$ cat src/rtl/adc_conv_sequencer.sv
// -----------------------------------------------------------------------------
// adc_conv_sequencer
//
// Command sequencer in front of the ADC byte-level SPI controller. For every
// accepted start it writes the setup byte and the conversion byte, waits for
// the ADC end-of-conversion (EOC, active low), then reads one result byte per
// scanned channel (0..last_ch) and presents each byte as a tagged sample.
// This block is the only master of the byte controller.
//
// Parameters
//   SETUP_BYTE      setup-register byte sent first in every sequence
//   TIMEOUT_CYCLES  ref_clk cycles to wait for EOC low before giving up (1..65535)
//
// Ports
//   ref_clk        system clock
//   reset          synchronous, active-high reset
//   start          single-cycle request, accepted only when idle
//   last_ch        highest channel to scan, captured when start is accepted
//   eoc_n          ADC end-of-conversion, active low, asynchronous
//   spi_en/spi_wr  one-cycle issue strobes to the byte controller (identical)
//   spi_wr_data    byte to transmit, held until the matching spi_done
//   spi_rd_data    byte received by the controller
//   spi_done       controller one-cycle completion pulse
//   spi_busy       controller busy
//   sample_data    result byte
//   sample_ch      channel index of sample_data
//   sample_valid   one-cycle strobe qualifying sample_data / sample_ch
//   seq_done       one-cycle pulse one cycle after the last sample
//   timeout_err    one-cycle pulse when EOC never arrived
//   busy           high whenever the sequencer is not idle
// -----------------------------------------------------------------------------
`timescale 1ns/1ps

module adc_conv_sequencer #(
  parameter logic [7:0]  SETUP_BYTE     = 8'h64,
  parameter logic [15:0] TIMEOUT_CYCLES = 16'd4095
) (
  input  logic       ref_clk,
  input  logic       reset,
  input  logic       start,
  input  logic [2:0] last_ch,
  input  logic       eoc_n,
  output logic       spi_en,
  output logic       spi_wr,
  output logic [7:0] spi_wr_data,
  input  logic [7:0] spi_rd_data,
  input  logic       spi_done,
  input  logic       spi_busy,
  output logic [7:0] sample_data,
  output logic [2:0] sample_ch,
  output logic       sample_valid,
  output logic       seq_done,
  output logic       timeout_err,
  output logic       busy
);

  typedef enum logic [3:0] {
    S_IDLE,
    S_SETUP_ISSUE,
    S_SETUP_WAIT,
    S_CONV_ISSUE,
    S_CONV_WAIT,
    S_EOC_WAIT,
    S_RD_ISSUE,
    S_RD_WAIT,
    S_DONE
  } state_t;

  localparam logic [7:0]  READ_BYTE = 8'h00;
  // Last counter value that still counts as waiting; the expiry decision is
  // taken on the edge that moves the counter onto TIMEOUT_CYCLES.
  localparam logic [15:0] TMO_LAST  = TIMEOUT_CYCLES - 16'd1;

  // Conversion-register byte: CHSEL = last channel, SCAN = 00, no temperature.
  function automatic logic [7:0] conv_byte(input logic [2:0] ch);
    return {1'b1, 1'b0, ch, 2'b00, 1'b0};
  endfunction

  state_t      state;
  logic [2:0]  ch_last;
  logic [2:0]  ch_cnt;
  logic [15:0] tmo_cnt;
  logic        eoc_n_p0;
  logic        eoc_n_p1;

  always_ff @(posedge ref_clk) begin
    if (reset) begin
      state        <= S_IDLE;
      ch_last      <= 3'd0;
      ch_cnt       <= 3'd0;
      tmo_cnt      <= 16'd0;
      eoc_n_p0     <= 1'b1;
      eoc_n_p1     <= 1'b1;
      spi_en       <= 1'b0;
      spi_wr       <= 1'b0;
      spi_wr_data  <= 8'h00;
      sample_data  <= 8'h00;
      sample_ch    <= 3'd0;
      sample_valid <= 1'b0;
      seq_done     <= 1'b0;
      timeout_err  <= 1'b0;
    end else begin
      // ---- stage p0 -> p1: EOC synchronizer, free-running in every state ----
      eoc_n_p0 <= eoc_n;
      eoc_n_p1 <= eoc_n_p0;

      // ---- sequencer: pulse outputs default low each cycle ----
      spi_en       <= 1'b0;
      spi_wr       <= 1'b0;
      sample_valid <= 1'b0;
      seq_done     <= 1'b0;
      timeout_err  <= 1'b0;

      case (state)
        S_IDLE: begin
          if (start) begin
            ch_last <= last_ch;
            ch_cnt  <= 3'd0;
            state   <= S_SETUP_ISSUE;
          end
        end

        S_SETUP_ISSUE: begin
          if (!spi_busy) begin
            spi_en      <= 1'b1;
            spi_wr      <= 1'b1;
            spi_wr_data <= SETUP_BYTE;
            state       <= S_SETUP_WAIT;
          end
        end

        S_SETUP_WAIT: begin
          if (spi_done) begin
            state <= S_CONV_ISSUE;
          end
        end

        S_CONV_ISSUE: begin
          if (!spi_busy) begin
            spi_en      <= 1'b1;
            spi_wr      <= 1'b1;
            spi_wr_data <= conv_byte(ch_last);
            state       <= S_CONV_WAIT;
          end
        end

        S_CONV_WAIT: begin
          if (spi_done) begin
            tmo_cnt <= 16'd0;
            state   <= S_EOC_WAIT;
          end
        end

        // EOC low takes priority over an expiry in the same cycle.
        S_EOC_WAIT: begin
          if (!eoc_n_p1) begin
            state <= S_RD_ISSUE;
          end else if (tmo_cnt == TMO_LAST) begin
            tmo_cnt     <= tmo_cnt + 16'd1;
            timeout_err <= 1'b1;
            state       <= S_IDLE;
          end else begin
            tmo_cnt <= tmo_cnt + 16'd1;
          end
        end

        S_RD_ISSUE: begin
          if (!spi_busy) begin
            spi_en      <= 1'b1;
            spi_wr      <= 1'b1;
            spi_wr_data <= READ_BYTE;
            state       <= S_RD_WAIT;
          end
        end

        // Compare before increment so a 3-bit counter covers last_ch = 7
        // without wrapping.
        S_RD_WAIT: begin
          if (spi_done) begin
            sample_data  <= spi_rd_data;
            sample_ch    <= ch_cnt;
            sample_valid <= 1'b1;
            if (ch_cnt == ch_last) begin
              state <= S_DONE;
            end else begin
              ch_cnt <= ch_cnt + 3'd1;
              state  <= S_RD_ISSUE;
            end
          end
        end

        S_DONE: begin
          seq_done <= 1'b1;
          state    <= S_IDLE;
        end

        default: begin
          state <= S_IDLE;
        end
      endcase
    end
  end

  assign busy = (state != S_IDLE);

endmodule
$ cat config.mk
export PLATFORM = sky130hd
export DESIGN_NAME = adc_conv_sequencer
export DESIGN_NICKNAME = d
export VERILOG_FILES = /design/src/rtl/adc_conv_sequencer.sv
export SDC_FILE = /design/constraint.sdc
export NUM_CORES = 1
export LEC_CHECK = 0
export CORE_MARGIN = 3
export CORE_UTILIZATION = 55
export DETAILED_ROUTE_END_ITERATION = 16
export GPL_TIMING_DRIVEN = 0
export PLACE_DENSITY = 0.84
export SLEW_MARGIN = 20
export SYNTH_ARGS = -nofsm -noshare
export SYNTH_HDL_FRONTEND = slang
export SYNTH_SLANG_ARGS = --single-unit
$ cat constraint.sdc
create_clock -name ref_clk -period 5.5 [get_ports ref_clk]
set_clock_uncertainty 0.05 [all_clocks]
set_input_delay 1.65 -clock ref_clk [delete_from_list [all_inputs] [get_ports ref_clk]]
set_output_delay 1.65 -clock ref_clk [all_outputs]
set_load 0.05 [all_outputs]
==> key figures, run 1 <==
Critical path
  – Reg-to-reg slack, setup: 3340 ps
  – CP startpoint kind: flip-flop
  – Setup CP Type: reg -> out
  – Crit path cell chain: clkbuf_1 -> nor4_1 -> inv_1 -> clkdlybuf4s50_1
  – R2R cell count: 6
  – CP arrival: 2200 ps
  – Worst-path fanout max: 10
  – Crit path largest cell delay: 710 ps
  – WP buf/inv: 3
  – Worst setup EP type: output port
  – CP required: 3800 ps
  – Worst path slowest cell: clkdlybuf4s50_1
  – Worst path top cell family by delay: buffers and inverters
  – Reg-to-Reg Start: state[3]
  – R2R Path End: sample_data[0]

Cells and area
  – Layout area overhead: 26.8%
  – Nets: 311
  – Share of post-route cells with drive strength above 1: 6.51%
  – Most frequent cells in the layout: dfxtp_1, nor2_1, clkdlybuf4s50_1
  – Layout fillers: 295
  – Antenna diode count: 0
  – Commonest non-fill, non-tap cell in the layout: dfxtp_1

Clock tree
  – Clk root buf: clkbuf_8
  – Cts hold-fix bufs: 0
  – # resized after CTS: 0
  – TritonCTS clock tree: built
  – Number of buffers created by CTS: 5
  – CTS clock-pin slew for the worst setup and hold paths: 90 ps
  – Clock Tree Buf Depth: 2
  – Setup bufs post-CTS: 0
  – Skew-Pair Late Insertion Delay: 300 ps
  – H-tree depth: 2
  – Num Clock Sinks: 48

Routing
  – Vias post-DR: 1815
  – Routed WL: 4450 um
  – DRT iter0 DRCs: 145
  – ANT nets after route: 0
  – Via/cell ratio: 5.34
  – WL/cell: 13.1 um
  – DRC Markers: 0
  – First-pass DRT Iterations: 4

Min path
  – HP Start: eoc_n_p0
  – Hold endpoint: eoc_n_p1
  – Hold Path Class: reg -> reg
  – Hold path cells: 1

Die
  – Starting Density: 57.7%
  – Ports: 42
  – Chip height: 68.5 um
  – Die width: 68.5 um
  – DIE AREA: 4690 um2
  – Row count: 22
  – Core Box Area: 3720 um2

Timing
  – Min Clock Period, post-route: 3900 ps
  – Endpoints failing setup: 0
  – Setup TNS: 0 ps
  – Period utilization: 71.0%
  – Post-Route Hold Slack: 360 ps
  – Hold Vio Cnt, Final: 0
  – Slew margin rel.: 54.8%
  – Fmax: 256 MHz
  – Fin. max-slew vios: 0
  – Worst slew pin tran: 679 ps
  – RSZ-0062 raised after global routing: false

Yosys
  – Ys flop type: dfxtp_1
  – Mapped cell area: 2150 um2
  – Avg Inst Size Synth: 8.79 um2
  – Post-synth EDFFs: 0
  – Count of cell types in the netlist: 41
  – Synthesized flop and latch total: 48
  – Post-synthesis sequential area ratio: 44.8%
  – Yosys warns: 0
  – Asr flop ratio synth: 0%
  – Cell count after synthesis: 244

GRT
  – Remaining Overflow, GRT: 0
  – Initial antenna violation count: 0
  – Tot GR Track Use: 20.6%
  – Number of global-route vias before repair: 1627
  – Largest net degree at the start of global routing: 16
  – Global-route wire length before repair: 7180 um

Power and ir drop
  – Worst ir drop on vdd: 0.000215 V
  – PwrDens: 283 nW/um2
  – Pleak: 1.06 nW
  – Total power: 770 uW

Place
  – IO buf count: 39
  – RD Place Congestion: 0.908
  – HPWL Detailed: 3110 um

Outcome
  – Status: finished clean

Job
  – Max Cap Viol: 0
[flip-flops by register name, indices dropped and copies added, names as in the netlist, 3 cells and up]
register     cells
tmo_cnt         16
spi_wr_data      5
state            4
sample_ch        3
ch_last          3
ch_cnt           3
sample_data      8
[per-stage QoR]
| stage | cell area (um2) | instances | utilization (%) | setup WS [ps] |
|---|---|---|---|---|
| after detailed placement | 2600 | 332 | 70.0 | 1710 |
| after floorplan | 2150 | 245 | - | 2540 |
| after global placement | 2600 | 332 | 70.0 | 1730 |
| after CTS | 2720 | 340 | 73.2 | 1600 |
| final | 2720 | 340 | 73.2 | 1600 |
| after global routing | 2720 | 340 | 73.2 | 1490 |
[logic make-up after synthesis]
kind of cell,after synthesis,synth area share [%]
AND/OR/NAND/NOR,108,24.6
AO/OA/AOI/OAI,30,9.21
buffers and inverters,19,4.26
other,1,0.175
adder cells (fa/ha/maj),3,1.75
XOR/XNOR,19,7.76
flip-flops,48,44.8
multiplexers,16,7.46
[area by class of cell]
type                            instances  area (um2)  area share [%]
Inverter                                4        15.0           0.552
Sequential cell                        48         961            35.3
Timing Repair Buffer                   39         390            14.3
Tap cell                               48        60.1            2.21
Clock buffer                            6        82.6            3.03
Multi-Input combinational cell        178        1100            40.3
Clock inverter                          2        38.8            1.43
Buffer                                 15        76.3            2.80
[report_power, final]
group / switching [mW] / leakage [nW] / internal (mW)
combinational: 0.0800 / 0.615 / 0.0562
clock: 0.116 / 0.0614 / 0.149
sequential: 0.0117 / 0.388 / 0.358
[worst reg2reg max path, stage by stage, from the launching register on]
cell      delay (ps)
dfxtp_1          340
clkbuf_1         350
nor2b_1          150
nand4_1          260
buf_1            570
mux2i_1          270
nor2_1            50
[synth_stat cells, types with 3 or more instances]
| cell type | instances | area (um2) |
|---|---|---|
| a211o_1 | 3 | 26.3 |
| a21oi_1 | 10 | 50.1 |
| and3_1 | 6 | 37.5 |
| buf_1 | 3 | 11.3 |
| buf_4 | 5 | 37.5 |
| clkbuf_1 | 6 | 22.5 |
| dfxtp_1 | 48 | 961 |
| ha_1 | 3 | 37.5 |
| inv_1 | 4 | 15.0 |
| mux2i_1 | 16 | 160 |
| nand2_1 | 19 | 71.3 |
| nand2b_1 | 4 | 25.0 |
| nand3_1 | 4 | 20.0 |
| nand4_1 | 7 | 43.8 |
| nor2_1 | 42 | 158 |
| nor2b_1 | 4 | 25.0 |
| nor3_1 | 5 | 25.0 |
| nor4_1 | 4 | 25.0 |
| o21ai_0 | 5 | 25.0 |
| or3_1 | 3 | 18.8 |
| xnor2_1 | 12 | 105 |
| xor2_1 | 7 | 61.3 |
[worst max-delay path by stage]
stage	start	endpoint	cells past startpoint	slack (ps)
floorplan	spi_done	tmo_cnt[7]	5	2540
global placement	spi_done	tmo_cnt[15]	7	1730
detailed placement	spi_done	tmo_cnt[15]	7	1710
CTS	state[3]	busy	4	1600
global route	state[3]	busy	4	1490
finish	state[3]	busy	4	1600
[layer usage]
layer / GRT usage, % / part of all wire [%] / vias to the layer above
li1: - / - / 927
met4: 12.2 / 2.4 / 0
met5: 0 / 0 / -
met2: 31.8 / 48 / 56
met3: 4.76 / 5.6 / 10
met1: 25.9 / 44 / 822
No activity file was read; power rests on OpenSTA's default activity.
==> run 2, diff against run 1 <==
--- a/config.mk
+++ b/config.mk
@@ -6,10 +6,10 @@
 export NUM_CORES = 1
 export LEC_CHECK = 0
 export CORE_MARGIN = 3
-export CORE_UTILIZATION = 55
+export CORE_UTILIZATION = 46
 export DETAILED_ROUTE_END_ITERATION = 16
 export GPL_TIMING_DRIVEN = 0
-export PLACE_DENSITY = 0.84
+export PLACE_DENSITY = 0.75
 export SLEW_MARGIN = 20
 export SYNTH_ARGS = -nofsm -noshare
 export SYNTH_HDL_FRONTEND = slang
==> constraint.sdc (replaced) <==
create_clock -name ref_clk -period 3.19 [get_ports ref_clk]
set_clock_uncertainty 0.05 [all_clocks]
set_input_delay 0.957 -clock ref_clk [delete_from_list [all_inputs] [get_ports ref_clk]]
set_output_delay 0.957 -clock ref_clk [all_outputs]
set_load 0.05 [all_outputs]
==> key figures, run 2 (synthesized netlist as in run 1, its figures left out) <==
Clock tree
  – Clk root buf: clkbuf_8
  – Setup bufs post-CTS: 0
  – Skew-Pair Late Insertion Delay: 300 ps
  – TritonCTS clock tree: built
  – Clock Tree Buf Depth: 2
  – Number of buffers created by CTS: 5
  – CTS clock-pin slew for the worst setup and hold paths: 80 ps
  – Cts hold-fix bufs: 0
  – H-tree depth: 2
  – Num Clock Sinks: 48

Timing
  – Worst setup margin: 388 ps
  – Setup TNS: 0 ps
  – Fin. max-slew vios: 0
  – Period utilization: 87.8%
  – RSZ-0062 raised after global routing: false
  – Min Clock Period, post-route: 2800 ps
  – Slew margin rel.: 54.8%
  – Hold Vio Cnt, Final: 0
  – Worst slew pin tran: 679 ps
  – Endpoints failing setup: 0
  – Fmax: 357 MHz
  – Post-Route Hold Slack: 365 ps

Critical path
  – CP startpoint kind: input pin
  – CP required: 3370 ps
  – Worst setup EP type: flip-flop
  – Setup CP Type: in -> reg
  – Critical Path Source: spi_done
  – Worst-path fanout max: 8
  – CP arrival: 2980 ps
  – Reg-to-Reg Start: state[2]
  – R2R cell count: 6

Min path
  – Hold Path Class: reg -> reg
  – HP Start: eoc_n_p0
  – Hold path cells: 1

Routing
  – WL/cell: 12.8 um
  – Vias post-DR: 1792
  – DRC Markers: 0
  – ANT nets after route: 0
  – First-pass DRT Iterations: 4
  – Routed WL: 4410 um
  – DRT iter0 DRCs: 178
  – Via/cell ratio: 5.21

Power and ir drop
  – PwrDens: 461 nW/um2
  – Pleak: 1.06 nW
  – Worst ir drop on vdd: 0.000188 V

Die
  – Chip height: 74.3 um
  – Ports: 42
  – DIE AREA: 5520 um2
  – Core Box Area: 4440 um2
  – Starting Density: 48.3%
  – Row count: 24
  – Die width: 74.3 um

GRT
  – Largest net degree at the start of global routing: 15
  – Number of global-route vias before repair: 1636
  – Initial antenna violation count: 0
  – Global-route wire length before repair: 7220 um
  – Tot GR Track Use: 16.7%
  – Remaining Overflow, GRT: 0

Cells and area
  – Antenna diode count: 0
  – Commonest non-fill, non-tap cell in the layout: dfxtp_1
  – Layout area overhead: 26.2%
  – Cell Count, Final, Fillers Out: 344
  – Max reg flops: 16
  – Most frequent cells in the layout: dfxtp_1, nor2_1, clkdlybuf4s50_1
  – Register area: 961 um2
  – Biggest registers after layout: tmo_cnt: 16 flops, sample_data: 8 flops, spi_wr_data: 5 flops
  – Largest register by flop count: tmo_cnt
  – Area of the multi-input gates: 1100 um2
  – Layout fillers: 392
  – Share of post-route cells with drive strength above 1: 6.51%
  – Nets: 311
  – Cell area after layout: 2710 um2

Place
  – Cell Area, Placed: 2610 um2
  – RD Place Congestion: 0.876
  – HPWL Detailed: 3240 um
  – Pre-CTS setup slack: 101 ps
  – IO buf count: 39
  – Placed cells: 336

Outcome
  – Status: finished clean

Job
  – Max Cap Viol: 0
==> run 2: changes by cell type in the layout (fill, tap and decap cells not counted), sizes merged <==
cell / before / now
dlymetal6s2s: 0 / 1
clkinv: 1 / 0
clkbuf: 12 / 13
clkdlybuf4s50: 39 / 38
bufinv: 1 / 0
clkinvlp: 0 / 1
==> run 2: worst paths after layout <==
path,end,slack [ps]
worst max-delay path,tmo_cnt[7],390
worst max register to register,tmo_cnt[7],1040
worst min register to register,eoc_n_p1,360
worst min-delay path,eoc_n_p1,360
==> run 2: repair_timing <==
item | 4_1_cts | 5_1_grt
endpoints found under the setup margin | 1 | 1
resized for setup | 1 | 1
gates cloned | 0 | 0
==> run 2: final cells by class <==
cell class / count / area share (%)
buffer: 15 / 2.82
clock buffer: 7 / 3.19
clock inverter: 1 / 0.277
inverter: 4 / 0.555
multi-input combinational: 178 / 40.8
sequential: 48 / 35.5
tap: 52 / 2.40
timing repair buffer: 39 / 14.5
==> run 2: power by group <==
part           switching (mW)  total (mW)  internal [mW]
combinational           0.136       0.234         0.0979
clock                   0.197       0.374          0.176
sequential             0.0233       0.640          0.617
total                   0.356        1.25          0.891
==> run 2: through the flow <==
step | power [mW] | utilization [%]
4_1_cts | 1.26 | 60.9
3_5_place_dp | 0.884 | 58.6
2_1_floorplan | 0.809 | -
3_3_place_gp | 0.879 | 58.6
5_1_grt | 1.30 | 60.9
6_report | 1.25 | 60.9
==> run 2: layer usage <==
metal	up-vias	share of wire, %	global-route usage, %
met2	44	47	26.4
met5	-	0	0
met4	0	1.2	5.14
met1	814	47	22.5
met3	6	4.5	4.19
li1	928	-	-
==> run 2: critical path, cell delays in order <==
cell	delay, ps
clkdlybuf4s50_1	630
mux2i_1	210
or4_1	530
buf_2	180
or3_1	320
a21oi_1	150
